File: src/rtl/fetch_queue_stage.sv
// fetch_queue_stage: fetch PC owner with a DEPTH-entry prefetch queue.
// Ports: CLK/RST (async active-high), imem_req/imem_addr/ihit/instr to
// instruction memory, stall/pc_control/nxt_pc from the pipeline,
// out_valid/out_instr/out_pc/out_npc/out_pred/count describe the head.
// Optional macro FETCH_PREDICT_EN: static backward-taken beq/bne prediction.
module fetch_queue_stage #(
    parameter int          DEPTH    = 4,
    parameter logic [31:0] PC_RESET = 32'h0000_0000
) (
    input  logic                         CLK,
    input  logic                         RST,
    output logic                         imem_req,
    output logic [31:0]                  imem_addr,
    input  logic                         ihit,
    input  logic [31:0]                  instr,
    input  logic                         stall,
    input  logic                         pc_control,
    input  logic [31:0]                  nxt_pc,
    output logic                         out_valid,
    output logic [31:0]                  out_instr,
    output logic [31:0]                  out_pc,
    output logic [31:0]                  out_npc,
    output logic                         out_pred,
    output logic [$clog2(DEPTH+1)-1:0]   count
);
    localparam int PW = $clog2(DEPTH);
    localparam int CW = $clog2(DEPTH+1);

    logic [31:0]   r_pc;
    logic [PW-1:0] r_head;
    logic [PW-1:0] r_tail;
    logic [CW-1:0] r_count;
    logic [31:0]   r_q_pc    [DEPTH];
    logic [31:0]   r_q_instr [DEPTH];

    logic          w_push;
    logic          w_pop;
    logic          w_pred;
    logic [31:0]   w_npc;

    assign imem_req  = !pc_control && (r_count != CW'(DEPTH));
    assign imem_addr = r_pc;
    assign count     = r_count;
    assign out_valid = (r_count != '0);

    assign w_push = imem_req && ihit;
    // A redirect suppresses the pop as well as the push.
    assign w_pop  = out_valid && !stall && !pc_control;

`ifdef FETCH_PREDICT_EN
    logic          r_q_pred  [DEPTH];
    logic          w_is_br;
    logic [31:0]   w_off;

    // Backward beq/bne: negative immediate means predicted taken.
    assign w_is_br = (instr[31:26] == 6'b000100 ||
                      instr[31:26] == 6'b000101) && instr[15];
    assign w_off   = {{14{instr[15]}}, instr[15:0], 2'b00};
    assign w_pred  = w_is_br;
    assign w_npc   = r_pc + 32'd4 + (w_is_br ? w_off : 32'd0);

    always_ff @(posedge CLK) begin
        if (w_push)
            r_q_pred[r_tail] <= w_pred;
    end

    assign out_pred = out_valid ? r_q_pred[r_head] : 1'b0;
`else
    assign w_pred   = 1'b0;
    assign w_npc    = r_pc + 32'd4;
    assign out_pred = w_pred;
`endif

    // Payload storage needs no reset; out_* are gated by out_valid.
    always_ff @(posedge CLK) begin
        if (w_push) begin
            r_q_pc[r_tail]    <= r_pc;
            r_q_instr[r_tail] <= instr;
        end
    end

    always_ff @(posedge CLK or posedge RST) begin
        if (RST) begin
            r_pc    <= PC_RESET;
            r_head  <= '0;
            r_tail  <= '0;
            r_count <= '0;
        end else if (pc_control) begin
            r_pc    <= nxt_pc;
            r_head  <= '0;
            r_tail  <= '0;
            r_count <= '0;
        end else begin
            if (w_push) begin
                r_pc   <= w_npc;
                r_tail <= r_tail + 1'b1;
            end
            if (w_pop)
                r_head <= r_head + 1'b1;
            r_count <= r_count + CW'(w_push) - CW'(w_pop);
        end
    end

    assign out_instr = out_valid ? r_q_instr[r_head] : 32'd0;
    assign out_pc    = out_valid ? r_q_pc[r_head] : 32'd0;
    assign out_npc   = out_valid ? r_q_pc[r_head] + 32'd4 : 32'd0;

endmodule

File: config.mk
export PLATFORM = sky130hd
export DESIGN_NAME = fetch_queue_stage
export DESIGN_NICKNAME = d
export VERILOG_FILES = /design/src/rtl/fetch_queue_stage.sv
export SDC_FILE = /design/constraint.sdc
export NUM_CORES = 1
export LEC_CHECK = 0
export ABC_AREA = 1
export BUFFER_PORTS_ARGS = -buffer_cell sky130_fd_sc_hd__buf_2
export CORE_ASPECT_RATIO = 0.7
export CORE_MARGIN = 3
export CORE_UTILIZATION = 45
export CTS_BUF_LIST = sky130_fd_sc_hd__clkbuf_4
export DETAILED_ROUTE_END_ITERATION = 10
export HOLD_SLACK_MARGIN = 0.05
export PLACE_DENSITY = 0.71
export SYNTH_ARGS = -nofsm -noshare
export SYNTH_HDL_FRONTEND = slang
export SYNTH_SLANG_ARGS = --single-unit
File: constraint.sdc
create_clock -name CLK -period 3.9 [get_ports CLK]
set_input_delay 0.78 -clock CLK [delete_from_list [all_inputs] [get_ports CLK]]
set_output_delay 0.78 -clock CLK [all_outputs]
set_load 0.01 [all_outputs]
======== Word-level counts from Yosys, hierarchy flattened ========
Memory sizes are Yosys's and may differ from the RTL's.
Cells that the tools add are included.
W data, S select, Z words.
operators by class
  equal/unequal tests ..................... 1
  reductions and logical operators ........ 9
  add/sub/neg operators ................... 6
  multiplexer cells ....................... 12
operators with widths
  operator                 count
  $mux W32                 5
  $add A32 B3 Y32 const B  2
  $mux W2                  4
  $add A2 B1 Y2 const B    2
  $logic_and A1 B1 Y1      4
  $reduce_bool A2 Y1       2
  $add A3 B1 Y3            1
  $mux W3                  1
  $ne A3 B3 Y1 const B     1
  $reduce_bool A3 Y1       1
  $sub A3 B1 Y3            1
  $logic_not A1 Y1         2
  $mux W1                  2
storage, ports and cells
  output and inout port bits .............. 134
  register bits ........................... 39
  memories ................................ 2
  input bits .............................. 69
  RAM bits ................................ 256
memories
  memory     depth  bits a word  rd ports  clocked after Yosys merged registers in  wr ports  RTL line  source
  r_q_instr  4      32           1         0                                        1         34        logic [31:0] r_q_instr [DEPTH];
  r_q_pc     4      32           1         0                                        1         33        logic [31:0] r_q_pc [DEPTH];

======== Longest topological paths before layout ========
  depth in word-level cells ............... 6
  depth in mapped cells ................... 16
  gate-level depth less buffers ........... 15

======== Worst setup path before layout ========
OpenSTA, ideal clock, no wires.
  path kind ............................... input to register
  start point ............................. in pc_control
  end point ............................... mem r_q_instr[0][0], enable pin
  path slack .............................. -0.775 ns
  arrival time ............................ 4.188 ns
  buffers on the path ..................... 1
  library setup time ...................... 0.487 ns
  stages .................................. 4
  cell sequence ........................... a21oi_1 -> nand2_1 -> clkbuf_1 -> nor2_1
on the way
  longest elaborated chain between the ends .. 5
ends and longest elaborated chain
  what                           RTL line  source
  from (decl)                    17        input logic pc_control,
  $logic_not A1 Y1               41        assign imem_req = !pc_control && (r_count != CW'(DEPTH));
  $logic_and A1 B1 Y1            41
  $logic_and A1 B1 Y1            46        assign w_push = imem_req && ihit;
  $mux W1                        76        if (w_push) begin
  $mux W1 (implied by the code)  78        r_q_instr[r_tail] <= instr;
  to (decl)                      34
Every way passes these cells.

======== Worst setup path in the final report ========
  start point ............................. reg r_head[0]
  end point ............................... out out_npc[15]
on the way
  longest elaborated chain between the ends .. 3
ends and longest elaborated chain
  what                    RTL line  source
  from (decl)             30        logic [PW-1:0] r_head;
  from (signal assigned)  99        r_head <= r_head + 1'b1;
  $mem_v2 Z4 W32          --
  $add A32 B3 Y32         106       assign out_npc = out_valid ? r_q_pc[r_head] + 32'd4 : 32'd0;
  $mux W32                106
  to (decl)               22        output logic [31:0] out_npc,
Every way passes these cells.

==> impl_metrics.ini <==
[timing]
skew_ns = 0.0531
max_freq_mhz = 271
final.setup.tns_ns = 0
hold_violations = 0
min_period_over_period = 0.946
tightest_slew_ns = 0.789
finalSetupViolCount = 0
min_period_ns = 3.69
slew_violations = 0
slew-limit-headroom = 0.474
rsz0062_at_grt = true

[routing]
dr.pass1.iters = 6
routed_wl_um = 39900
drc = 0
vias = 11568
met3_length_um = 4740
top_layer = met5
wl_met1_um = 18100
wl_per_cell_um = 18.3
viasPerCell = 5.29
wl_met2_um = 16500
drt_iter0_drc = 1053
ant_nets = 0

[placement]
gp_congestion = 0.915
portBuffers = 201
dp_hpwl_um = 25200
place_inst = 2042

[critical_path]
worstReg2RegStart = count[1]
cp-end-kind = output port
path_cells = buf_4 > clkbuf_16 > o21ai_1 > nand2_2 > nor2_2 > nand2_1 > nor2_4 > o21ai_0 > nor2_1 > buf_2
critPathMaxFanout = 34
r2r_cells = 12
max_stage_delay_ns = 0.53
critical_path_arrival_ns = 2.91
path_buf_inv = 3
timing.rr.end = count[2]
crit_required_ns = 3.12
critical-path-top-delay-family = simple AND/OR/NAND/NOR gates
slowest_stage = dfrtp_4
r2r_slack_ns = 1.37
start_kind = flip-flop
crit_type = reg2out

[layout]
layout-drive-gt1-share = 0.222
nets = 1798
layout.cells.non_filler = 2187
multi_input_area_mm2 = 0.00475
area_growth_pct = 19.2
postLayoutCoreUtil = 0.550
register_area_mm2 = 0.00867
fillerInstances = 2711

[power_and_ir_drop]
ir_drop_mv = 0.398
report.power.total_w = 0.0114
p_sw_frac = 0.405
p_int_w = 0.00682
pwr-share-clk = 0.239
pwr-share-comb = 0.402
p_leak_nw = 7.00
switchingPower_w = 0.00463
pwr-share-seq = 0.359
p_per_area_mw_per_mm2 = 687

[hold_path]
hp-class = in2async

[clock_network]
htree_levels = 3
cts_buffer_depth = 3
clkSinkCount = 295
cts_tree = yes
path_clk_slew_ns = 0.06
numCtsBuffers = 74
insertion_delay_ns = 0.69
cts-root-buf = clkbuf_4
cts_hold_buffers = 0

[die]
rows = 53
die_y_um = 153
num_io_pins = 203
die_area_mm2 = 0.0332
coreArea_mm2 = 0.0303
initial_utilization = 0.461
die_w_um = 217

[job]
maxCapViolations = 0

[global_routing]
first_global_vias = 10914
grt-ovfl-total = 0
grt_max_degree = 70
antenna_found_initial = 2
grt_pass1_wl_um = 59900
grtUsageTotal = 0.230

[synthesis]
synth.distinct_cells = 37
postSynthCellCount = 1477
syn_avg_cell_area_um2 = 9.46
synth_nets = 1555
ys_seq_area_frac = 0.620
ys.warnings.count = 0
ys_ff_latch = 295
synth.cell_area_mm2 = 0.0140

[run_status]
outcome = complete, no violations
-- worst min-delay path, cell delays in order --
cell,delay (ns)
buf_2,0.09
inv_1,0.04
buf_4,0.44
-- sequential cells by signal, summed over array words and instances (netlist names) --
signal and flops:
r_q_instr 128, r_q_pc 128, imem_addr 32, count 3, r_head 2, r_tail 2
-- worst max path at each step --
stage               startpoint              end  slack [ns]  depth (start not counted)
floorplan           pc_control  r_q_instr[0][0]       -0.77                          4
global placement     r_head[0]      out_npc[22]        0.64                         15
global route         r_head[0]      out_npc[20]       -0.02                         16
detailed placement   r_head[0]      out_npc[26]        0.59                         15
CTS                  r_head[0]      out_npc[26]        0.04                         16
finish               r_head[0]      out_npc[15]        0.21                         10
-- synth_stat cells (all sizes together) --
master,count,area (um2)
nand2,432,1640
nor2,285,1130
edfxtp,256,7690
o21ai,101,505
nand3,88,445
inv,64,240
a21oi,55,275
buf,47,295
dfrtp,39,976
clkbuf,22,82.6
a22oi,18,135
nor3,15,75.1
xor2,14,123
xnor2,10,87.6
ha,8,100
o211ai,8,60.1
or2,3,18.8
and3,2,12.5
nand4,2,12.5
a21o,1,7.51
a32oi,1,8.76
conb,1,3.75
fa,1,20.0
nand3b,1,7.51
o21bai,1,7.51
o221ai,1,8.76
o22ai,1,6.26
-- power groups by stage --
stage	registers, W	logic (W)	clock network [W]
floorplan	0.00407	0.00271	0
global placement	0.00413	0.00427	0
detailed placement	0.00415	0.00431	0
CTS	0.00408	0.00439	0.00282
global route	0.00413	0.00509	0.00298
finish	0.00411	0.00460	0.00274
-- placed cells by master (no fill, tap or decap), types with 4 or more instances in the layout --
| master | count |
|---|---|
| nand2_1 | 419 |
| nor2_1 | 264 |
| edfxtp_1 | 256 |
| buf_2 | 201 |
| clkbuf_4 | 105 |
| o21ai_0 | 94 |
| nand3_1 | 86 |
| inv_1 | 61 |
| a21oi_1 | 55 |
| dfrtp_1 | 37 |
| buf_4 | 22 |
| a22oi_1 | 18 |
| clkinv_1 | 17 |
| nor3_1 | 15 |
| xor2_1 | 14 |
| nand2_2 | 13 |
| nor2_2 | 11 |
| nor2_4 | 10 |
| xnor2_1 | 10 |
| o211ai_1 | 8 |
| ha_1 | 8 |
| o21ai_1 | 7 |
| buf_12 | 6 |
| clkbuf_16 | 5 |
| bufinv_16 | 4 |
-- what timing repair did --
| action | CTS | global route |
|---|---|---|
| cloned | 1 | 5 |
| pin swaps | 0 | 4 |
| gates resized for setup | 4 | 14 |
| endpoints found under the setup margin | 14 | 21 |
| setup buffers | 0 | 8 |
-- layout make-up --
| cell class | instances | share of cell area |
|---|---|---|
| Sequential cell | 295 | 0.520 |
| Multi-Input combinational cell | 1049 | 0.285 |
| Antenna cell | 1 | 0.000150 |
| Tap cell | 412 | 0.0309 |
| Timing Repair Buffer | 236 | 0.0886 |
| Inverter | 64 | 0.0153 |
| Clock inverter | 25 | 0.0125 |
| Clock buffer | 105 | 0.0473 |
-- per-layer routing --
layer  vias to the layer above  global-route usage
met5                         -                   0
met4                         2              0.0631
met3                        64              0.0751
met2                       596               0.319
met1                      5412               0.346
li1                       5494                   -
-- per-stage QoR --
stage	hold WS (ns)	area (um2)	setup WS, ns
after detailed placement	0.566	15400	0.587
after CTS	0.172	16400	0.0356
final	0.219	16700	0.211
after global placement	0.565	15400	0.636
after global routing	0.201	16700	-0.0161
after floorplan	0.561	14000	-0.775
-- cells by family (layout without fill, tap and decap cells) --
family,count (synthesis),count (layout),synth area share
other,1,2,0.000268
buffers and inverters,133,430,0.0442
AND/OR/NAND/NOR,828,828,0.240
flip-flops,295,295,0.620
XOR/XNOR,24,24,0.0150
adder cells (fa/ha/maj),9,9,0.00859
AO/OA/AOI/OAI,187,187,0.0726
No activity file was read; power rests on OpenSTA's default activity.
